[src/rtl/win_scan_pkg.sv]
// Shared types and defaults for the window scan controller: FSM state
// encoding, default image geometry and the interior-window predicate.
package win_scan_pkg;

    typedef enum logic [1:0] {
        IDLE  = 2'd0,
        RUN   = 2'd1,
        DRAIN = 2'd2,
        DONE  = 2'd3
    } scan_state_t;

    localparam int DEF_IMG_W  = 640;
    localparam int DEF_IMG_H  = 480;
    localparam int DEF_BORDER = 2;

    // True when (r, c) has a full window, i.e. lies outside the border band.
    function automatic logic is_interior(input int r, input int c,
                                         input int w, input int h,
                                         input int b);
        return (r >= b) && (r <= h - 1 - b) && (c >= b) && (c <= w - 1 - b);
    endfunction

endpackage

[src/rtl/valid_delay_line.sv]
// Enable-gated shift register carrying per-pixel flags alongside the
// windowed datapath; every stage is visible so the caller can test occupancy.
module valid_delay_line #(
    parameter int DEPTH = 2,
    parameter int WIDTH = 2
) (
    input  logic                          clk,
    input  logic                          reset,
    input  logic                          en,
    input  logic [WIDTH-1:0]              din,
    output logic [DEPTH-1:0][WIDTH-1:0]   stages
);

    always_ff @(posedge clk) begin
        if (reset) begin
            stages <= '0;
        end else if (en) begin
            stages[0] <= din;
            for (int i = 1; i < DEPTH; i++) begin
                stages[i] <= stages[i-1];
            end
        end
    end

endmodule

[src/rtl/window_scan_ctrl.sv]
// Frame sequencer for the windowed pixel datapath: raster counters, advance
// enable and delay-matched valid/interior flags. Optional frame counter under
// macro WSC_FRAME_CNT_EN.
//
// state | meaning
// IDLE  | waiting for start
// RUN   | accepting pixels from the host
// DRAIN | all pixels taken, flushing the datapath pipeline
// DONE  | one-cycle frame_done pulse
module window_scan_ctrl
    import win_scan_pkg::*;
#(
    parameter int IMG_W    = DEF_IMG_W,
    parameter int IMG_H    = DEF_IMG_H,
    parameter int BORDER   = DEF_BORDER,
    parameter int PIPE_DLY = 2,
    parameter int AW       = 19
) (
    input  logic                       clk,
    input  logic                       reset,
    input  logic                       start,
    input  logic                       pix_valid,
    output logic                       pix_ready,
    input  logic                       out_ready,
    output logic                       dp_en,
    output logic [AW-1:0]              pix_addr,
    output logic [$clog2(IMG_W)-1:0]   col,
    output logic [$clog2(IMG_H)-1:0]   row,
    output logic                       out_valid,
    output logic                       win_ok,
    output logic                       busy,
    output logic                       frame_done
`ifdef WSC_FRAME_CNT_EN
    ,
    output logic [15:0]                frame_cnt
`endif
);

    localparam int CW = $clog2(IMG_W);
    localparam int RW = $clog2(IMG_H);
    localparam logic [AW-1:0] ADDR_LAST = AW'(IMG_W * IMG_H - 1);
    localparam logic [CW-1:0] COL_LAST  = CW'(IMG_W - 1);

    scan_state_t state_q, state_d;

    logic [AW-1:0]  addr_q;
    logic [CW-1:0]  col_q;
    logic [RW-1:0]  row_q;

    logic adv;
    logic accept;
    logic last_pix;
    logic interior;
    logic pend_next;

    logic [PIPE_DLY-1:0][1:0] stages;
    logic [PIPE_DLY-1:0]      vld_vec;
    logic [PIPE_DLY-1:0]      vld_shift;

    assign pix_ready = (state_q == RUN) & out_ready;
    assign adv       = out_ready & ((state_q == RUN) | (state_q == DRAIN));
    assign accept    = pix_ready & pix_valid;
    assign last_pix  = (addr_q == ADDR_LAST);
    assign interior  = is_interior(int'(row_q), int'(col_q), IMG_W, IMG_H, BORDER);

    assign dp_en      = adv;
    assign busy       = (state_q != IDLE);
    assign frame_done = (state_q == DONE);
    assign pix_addr   = addr_q;
    assign col        = col_q;
    assign row        = row_q;

    valid_delay_line #(
        .DEPTH (PIPE_DLY),
        .WIDTH (2)
    ) u_dly (
        .clk    (clk),
        .reset  (reset),
        .en     (adv),
        .din    ({interior, accept}),
        .stages (stages)
    );

    always_comb begin
        vld_vec = '0;
        for (int i = 0; i < PIPE_DLY; i++) begin
            vld_vec[i] = stages[i][0];
        end
    end

    // Look at occupancy after this edge so frame_done follows the last
    // consumed result by exactly one cycle.
    assign vld_shift = vld_vec << 1;
    assign pend_next = adv ? (|vld_shift) : (|vld_vec);

    assign out_valid = stages[PIPE_DLY-1][0];
    assign win_ok    = stages[PIPE_DLY-1][1] & stages[PIPE_DLY-1][0];

    always_ff @(posedge clk) begin
        if (reset) begin
            state_q <= IDLE;
        end else begin
            state_q <= state_d;
        end
    end

    always_comb begin
        state_d = state_q;
        case (state_q)
            IDLE:    if (start) state_d = RUN;
            RUN:     if (accept && last_pix) state_d = DRAIN;
            DRAIN:   if (!pend_next) state_d = DONE;
            DONE:    state_d = IDLE;
            default: state_d = IDLE;
        endcase
    end

    always_ff @(posedge clk) begin
        if (reset) begin
            addr_q <= '0;
            col_q  <= '0;
            row_q  <= '0;
        end else if (state_q == IDLE && start) begin
            addr_q <= '0;
            col_q  <= '0;
            row_q  <= '0;
        end else if (accept && !last_pix) begin
            addr_q <= addr_q + AW'(1);
            if (col_q == COL_LAST) begin
                col_q <= '0;
                row_q <= row_q + RW'(1);
            end else begin
                col_q <= col_q + CW'(1);
            end
        end
    end

`ifdef WSC_FRAME_CNT_EN
    always_ff @(posedge clk) begin
        if (reset) begin
            frame_cnt <= '0;
        end else if (frame_done) begin
            frame_cnt <= frame_cnt + 16'd1;
        end
    end
`endif

endmodule
[config.mk]
export PLATFORM = sky130hd
export DESIGN_NAME = window_scan_ctrl
export DESIGN_NICKNAME = d
export VERILOG_FILES = /design/src/rtl/win_scan_pkg.sv /design/src/rtl/valid_delay_line.sv /design/src/rtl/window_scan_ctrl.sv
export SDC_FILE = /design/constraint.sdc
export NUM_CORES = 1
export LEC_CHECK = 0
export ABC_AREA = 1
export CELL_PAD_IN_SITES_DETAIL_PLACEMENT = 1
export CELL_PAD_IN_SITES_GLOBAL_PLACEMENT = 1
export CORE_UTILIZATION = 39
export CTS_BUF_LIST = sky130_fd_sc_hd__clkbuf_4 sky130_fd_sc_hd__clkbuf_8
export DETAILED_ROUTE_END_ITERATION = 10
export GPL_ROUTABILITY_DRIVEN = 0
export GPL_TIMING_DRIVEN = 0
export PLACE_DENSITY = 0.81
export SETUP_SLACK_MARGIN = 0.5
export SYNTH_ARGS = -nofsm -noshare
export SYNTH_HDL_FRONTEND = slang
export SYNTH_SLANG_ARGS = --single-unit
[constraint.sdc]
create_clock -name clk -period 1.92 [get_ports clk]
set_input_delay 0.288 -clock clk [delete_from_list [all_inputs] [get_ports clk]]
set_output_delay 0.288 -clock clk [all_outputs]
set_load 0.05 [all_outputs]
# Word-level counts from Yosys, hierarchy flattened
# Cells that the tools add are included.
word_totals:
  inputBits: 5
  elab_cells: 45
  register_bits: 44
  out_inout_bits: 44
op_classes:
  bitwise: 5
  eq_ne: 8
  n_reduce_logical: 13
  magnitude_cmp: 4
  addsub: 3
  muxes: 6
op_table:
  columns: ["cell", "count"]
  rows:
  - ["adder 19 x 1 -> 19 bit (second input constant)", 1]
  - ["equality test 19 bit (second input constant)", 1]
  - ["adder 10 x 1 -> 10 bit (second input constant)", 1]
  - ["equality test 10 bit (second input constant)", 1]
  - [">= comparator 10 x 2 -> 1 bit (second input constant)", 1]
  - ["<= comparator 10 bit (second input constant)", 1]
  - ["two-way mux 10 bit", 1]
  - ["adder 9 x 1 -> 9 bit (second input constant)", 1]
  - [">= comparator 9 x 2 -> 1 bit (second input constant)", 1]
  - ["<= comparator 9 bit (second input constant)", 1]
  - ["case mux 2 bit (4 select lines)", 1]
  - ["logical AND 1 bit", 6]
  - ["two-way mux 2 bit", 3]
  - ["AND 1 bit", 4]
  - ["equality test 2 bit (second input constant)", 2]
  - ["!= test 2 bit (second input constant)", 2]
  - ["OR reduction 2 bit", 2]
  - ["AND reduction 3 bit", 1]
  - ["equality test 2 x 1 -> 1 bit (second input constant)", 1]
  - ["logical NOT 2 bit", 1]
  - ["!= test 2 x 1 -> 1 bit (second input constant)", 1]
  - ["AND reduction 2 bit", 1]
  - ["nonzero test 2 bit", 1]
  - ["logical NOT 1 bit", 1]
  - ["2 further kinds", 2]

# Logic depth before layout (Yosys ltp)
depth:
  depth_word: 6
  ltp_mapped: 11
  mapped_depth_nobuf: 11

# Hierarchy
# A second synthesis with hierarchy kept.
unflattened:
  hier_cells: 419
  area_unflattened_um2: 2731.4
by_module_without_submodules:
  columns: ["mod", "n_inst", "cells_per_inst", "seq_area_each_um2", "area_each_um2"]
  rows:
  - ["window_scan_ctrl", 1, 393, 800.8, 2556.2]
  - ["valid_delay_line", 1, 26, 80.1, 175.2]

# Least setup slack after synthesis
# Ideal clock, no wire load.
synth_timing:
  kind: "register -> register"
  from: "register addr_q[0] (netlist: pix_addr[0])"
  to: "register addr_q[18] (netlist: pix_addr[18])"
  synth_period_minus_slack_ps: 1975
  required_ps: 1803
  path_slack_ps: -55
  arrival_time_ps: 1858
  n_path_buf: 0
  path_stages_with_launch: 11
  setup_time_ps: 117
  cell_sequence: "dfxtp_1 ha_1 nand2_1 nor2_2 nand2_2 nor2_4 nand4_2 nor2_1 nand3_1 nand2_1 nor2_1"
synth_between:
  elab_chain_len: 3
  elab_cells_between_ends: 4
  classes_between: "1 x add/sub; 1 x eq/ne; 2 x reduce/logical"
synth_rtl:
  columns: ["item", "line_no", "text"]
  rows:
  - ["start: declaration", "window_scan_ctrl.sv:46", "logic [AW-1:0] addr_q;"]
  - ["start signal: assignment", "window_scan_ctrl.sv:128", "addr_q <= addr_q + AW'(1);"]
  - ["branches (longest 3 deep; another with adder 19 x 1 -> 19 bit)", null, null]
# Parallel ways; which one is timed is not known.
# A chain may end at the register's enable or synchronous reset.

# Final worst setup path
layout_timing:
  from: "register addr_q[14] (netlist: pix_addr[14])"
  to: "register state_q[0]"
layout_between:
  elab_chain_len: 4
layout_rtl:
  columns: ["item", "line_no", "text"]
  rows:
  - ["equality test 19 bit", "window_scan_ctrl.sv:63", "assign last_pix = (addr_q == ADDR_LAST);"]
  - ["logical AND 1 bit", "window_scan_ctrl.sv:111", "RUN: if (accept && last_pix) state_d = DRAIN;"]
  - ["!= test 2 x 1 -> 1 bit (no line)", null, null]
  - ["AND reduction 3 bit (no line)", null, null]
  - ["end signal: assignment", "window_scan_ctrl.sv:103", "state_q <= state_d;"]
  - ["end: declaration", "window_scan_ctrl.sv:44", "scan_state_t state_q, state_d;"]
# No other way between the ends.

==> impl_metrics.py <==
metrics = {
    "layout": {
        "syn2layout_area_growth_pct": 54.7,
        "most-common-layout-cells": "86 x nand2_1, 40 x inv_1, 26 x nor2_1, 26 x buf_4, 23 x dfxtp_2",
        "utilization_pct": 62.6,
        "nets": 508,
        "n_antenna_cell": 0,
        "stdcell_area_sq_um": 4280,
        "layout_commonest_cell": "nand2_1",
        "final_cells": 587,
        "drive_above_1_share_pct": 47.7,
    },
    "placement": {
        "post-place-ws_ns": -0.560,
        "post-dp-hpwl_mm": 6.31,
        "dp.cells": 538,
        "post_dp_cell_area_sq_um": 3470,
        "port_buffers": 48,
    },
    "detailed_routing": {
        "dr_total_vias": 3119,
        "wire_per_inst_microns": 18.9,
        "ant_nets": 0,
        "dr.first_iter.drc_count": 132,
        "drt-pass1-iter-count": 4,
        "wl_mm": 11.1,
        "drc": 0,
        "routed_via_density": 5.31,
    },
    "critical_path": {
        "r2r_start": "pix_addr[14]",
        "path_max_fanout": 3,
        "cpPeakStageDelay_ns": 0.37,
        "slowest_stage": "dfxtp_4",
        "cp-end-kind": "flop",
        "crit_path_cell_trace": "inv_1 -> nand2_1 -> nor2_2 -> nand2_4 -> nor2_8 -> buf_4 -> nand3_1 -> nand2_2 -> buf_4 -> nand3_1 -> nand2_1 -> a21oi_1",
        "path_delay_family": "simple AND/OR/NAND/NOR gates",
        "startpoint": "pix_addr[14]",
        "crit_required_ns": 2.12,
        "crit_arrival_ns": 1.97,
        "critPathBufInv": 3,
        "start_kind": "flop",
        "crit_type": "flop to flop",
    },
    "worst_hold_path": {
        "worstHoldStart": "row[8]",
        "hold_class": "flop to flop",
    },
    "global_route": {
        "antenna_found_initial": 0,
        "gr-total-overflow": 0,
        "grt_max_degree": 14,
        "grt.total_usage_pct": 27.1,
        "grt_pass1_vias": 3079,
        "grt_pass1_wl_mm": 15.5,
    },
    "floorplan": {
        "start_util_pct": 40.5,
        "dieArea_sq_um": 7430,
        "die-height_microns": 86.2,
        "ios": 49,
        "die_x_microns": 86.2,
        "core_area_sq_um": 6830,
        "fp-row-count": 30,
    },
    "clocking": {
        "cts_hold_buf": 0,
        "clk_pin_slew_ns": 0.09,
        "cts_buffer_depth": 2,
        "clock_sinks": 44,
        "cts_buffers": 5,
        "clk_root_buffer_cell": "clkbuf_8",
        "htreeDepth": 2,
        "cts_tree": "done",
        "clock_latency_ns": 0.31,
    },
    "sta": {
        "fin_crit_ns": 1.77,
        "relSlewSlack_pct": 67.5,
        "clock_skew_ns": 0.0110,
        "period_share_pct": 92.3,
        "fmax_mhz": 564,
        "rsz0062_at_grt": "true",
        "worst_slack_ns": 0.147,
        "maxSlewViolCount": 0,
        "fin_setup_tns_ns": 0,
        "hold_violations": 0,
        "setup_viol": 0,
        "tightest_slew_ns": 0.484,
    },
    "power": {
        "p_comb_share_pct": 39.6,
        "power_switching_mw": 1.07,
        "p_seq_share_pct": 34.5,
        "sw_frac_of_total_pct": 36.8,
        "internal_power_mw": 1.83,
        "power.density_nw_per_um2": 678,
        "vdd_drop_max_uv": 339,
        "leakagePower_nw": 1.75,
        "clkPwrFrac_pct": 26.0,
    },
    "job": {
        "cap_violations": 0,
    },
    "logic_synthesis": {
        "ys_types": 32,
        "netlist_area_sq_um": 2770,
        "synth_warnings": 0,
        "synth_fp_nets": 412,
        "avgSynthCellArea_sq_um": 7.02,
        "ys_seq_area_share_pct": 31.9,
        "netlist_instances": 394,
        "synth-seq-cells": 44,
    },
    "status": {
        "status": "completed",
    },
}
-- what timing repair did --
item,CTS,global route
setup endpoints to repair,85,55
setup buffers,26,10
pin swaps,23,22
resized for setup,214,79
cloned,2,3
-- per-stage QoR --
| stage | hold WS (ns) | total power [mW] |
|---|---|---|
| detailed placement | 0.469 | 1.74 |
| finish | 0.490 | 2.90 |
| floorplan | 0.357 | 1.52 |
| global route | 0.517 | 3.02 |
| CTS | 0.485 | 2.63 |
| global placement | 0.450 | 1.71 |
-- synth_stat cells --
cell / n / area share, %
buf_12: 1 / 0.72
buf_4: 1 / 0.27
buf_6: 2 / 0.81
or2_2: 2 / 0.45
nor2_4: 2 / 0.81
buf_2: 2 / 0.36
xor2_1: 13 / 4.1
nand4_2: 1 / 0.45
ha_1: 13 / 5.9
nand3_1: 23 / 4.2
nor2_2: 2 / 0.45
a21oi_2: 11 / 3.5
nor2_8: 1 / 0.72
o21ai_0: 13 / 2.4
inv_2: 2 / 0.27
nor2_1: 33 / 4.5
nand4_1: 11 / 2.5
nor3_1: 13 / 2.4
a211oi_1: 1 / 0.27
a21boi_4: 1 / 0.68
xnor2_1: 4 / 1.3
nor3_2: 1 / 0.36
inv_1: 50 / 6.8
nand2_4: 3 / 1.2
nand2_2: 11 / 2.5
nand3b_4: 1 / 0.72
nand3_2: 2 / 0.72
nand2_1: 101 / 14
a21oi_1: 25 / 4.5
dfxtp_1: 44 / 32
and3_1: 2 / 0.45
clkbuf_1: 2 / 0.27
-- sequential cells by signal (all words and copies together) (netlist names) --
signal,count
u_dly.stages,4
pix_addr,19
col,10
state_q,2
row,9
-- final cells by class --
type	instances	area, sq um
Clock buffer	6	76.3
Fill cell	848	2550
Timing Repair Buffer	89	863
Multi-Input combinational cell	290	1940
Sequential cell	44	943
Buffer	8	87.6
Tap cell	96	120
Clock inverter	2	35.0
Inverter	52	211
-- logic make-up after synthesis --
logic type	count (synthesis)	share of synthesized area, %
XOR/XNOR	17	5.38
AO/OA/AOI/OAI	51	11.3
buffers and inverters	60	9.50
flip-flops	44	31.9
adder cells (fa/ha/maj)	13	5.88
AND/OR/NAND/NOR	209	36.1
-- power by group through the flow --
stage	sequential (mW)	combinational [mW]	clock, mW
after floorplan	1.03	0.490	0
after global routing	1.01	1.20	0.810
after detailed placement	1.01	0.730	0
final	1.00	1.15	0.753
after CTS	0.988	0.877	0.763
after global placement	1.01	0.700	0
-- worst paths after layout --
check	end	slack, ns	cells past startpoint
worst max-delay path	state_q[0]	0.15	12
worst min-delay path	row[8]	0.49	2
worst max register to register	state_q[0]	0.15	12
worst min register to register	row[8]	0.49	2
-- routing by layer --
metal  vias to the layer above  track usage [%]  part of all wire, %
li1                       1452                -                    -
met1                      1542             30.9                   40
met3                        33             4.29                  3.4
met4                         0             12.7                  3.7
met2                        92             49.6                   53
met5                         -                0                    0
-- worst min-delay path, stage by stage, from the launching register on --
cell	delay (ns)
dfxtp_1	0.34
nand2_2	0.07
a21oi_2	0.04
Note: power is estimated with default switching activity, not from simulation.
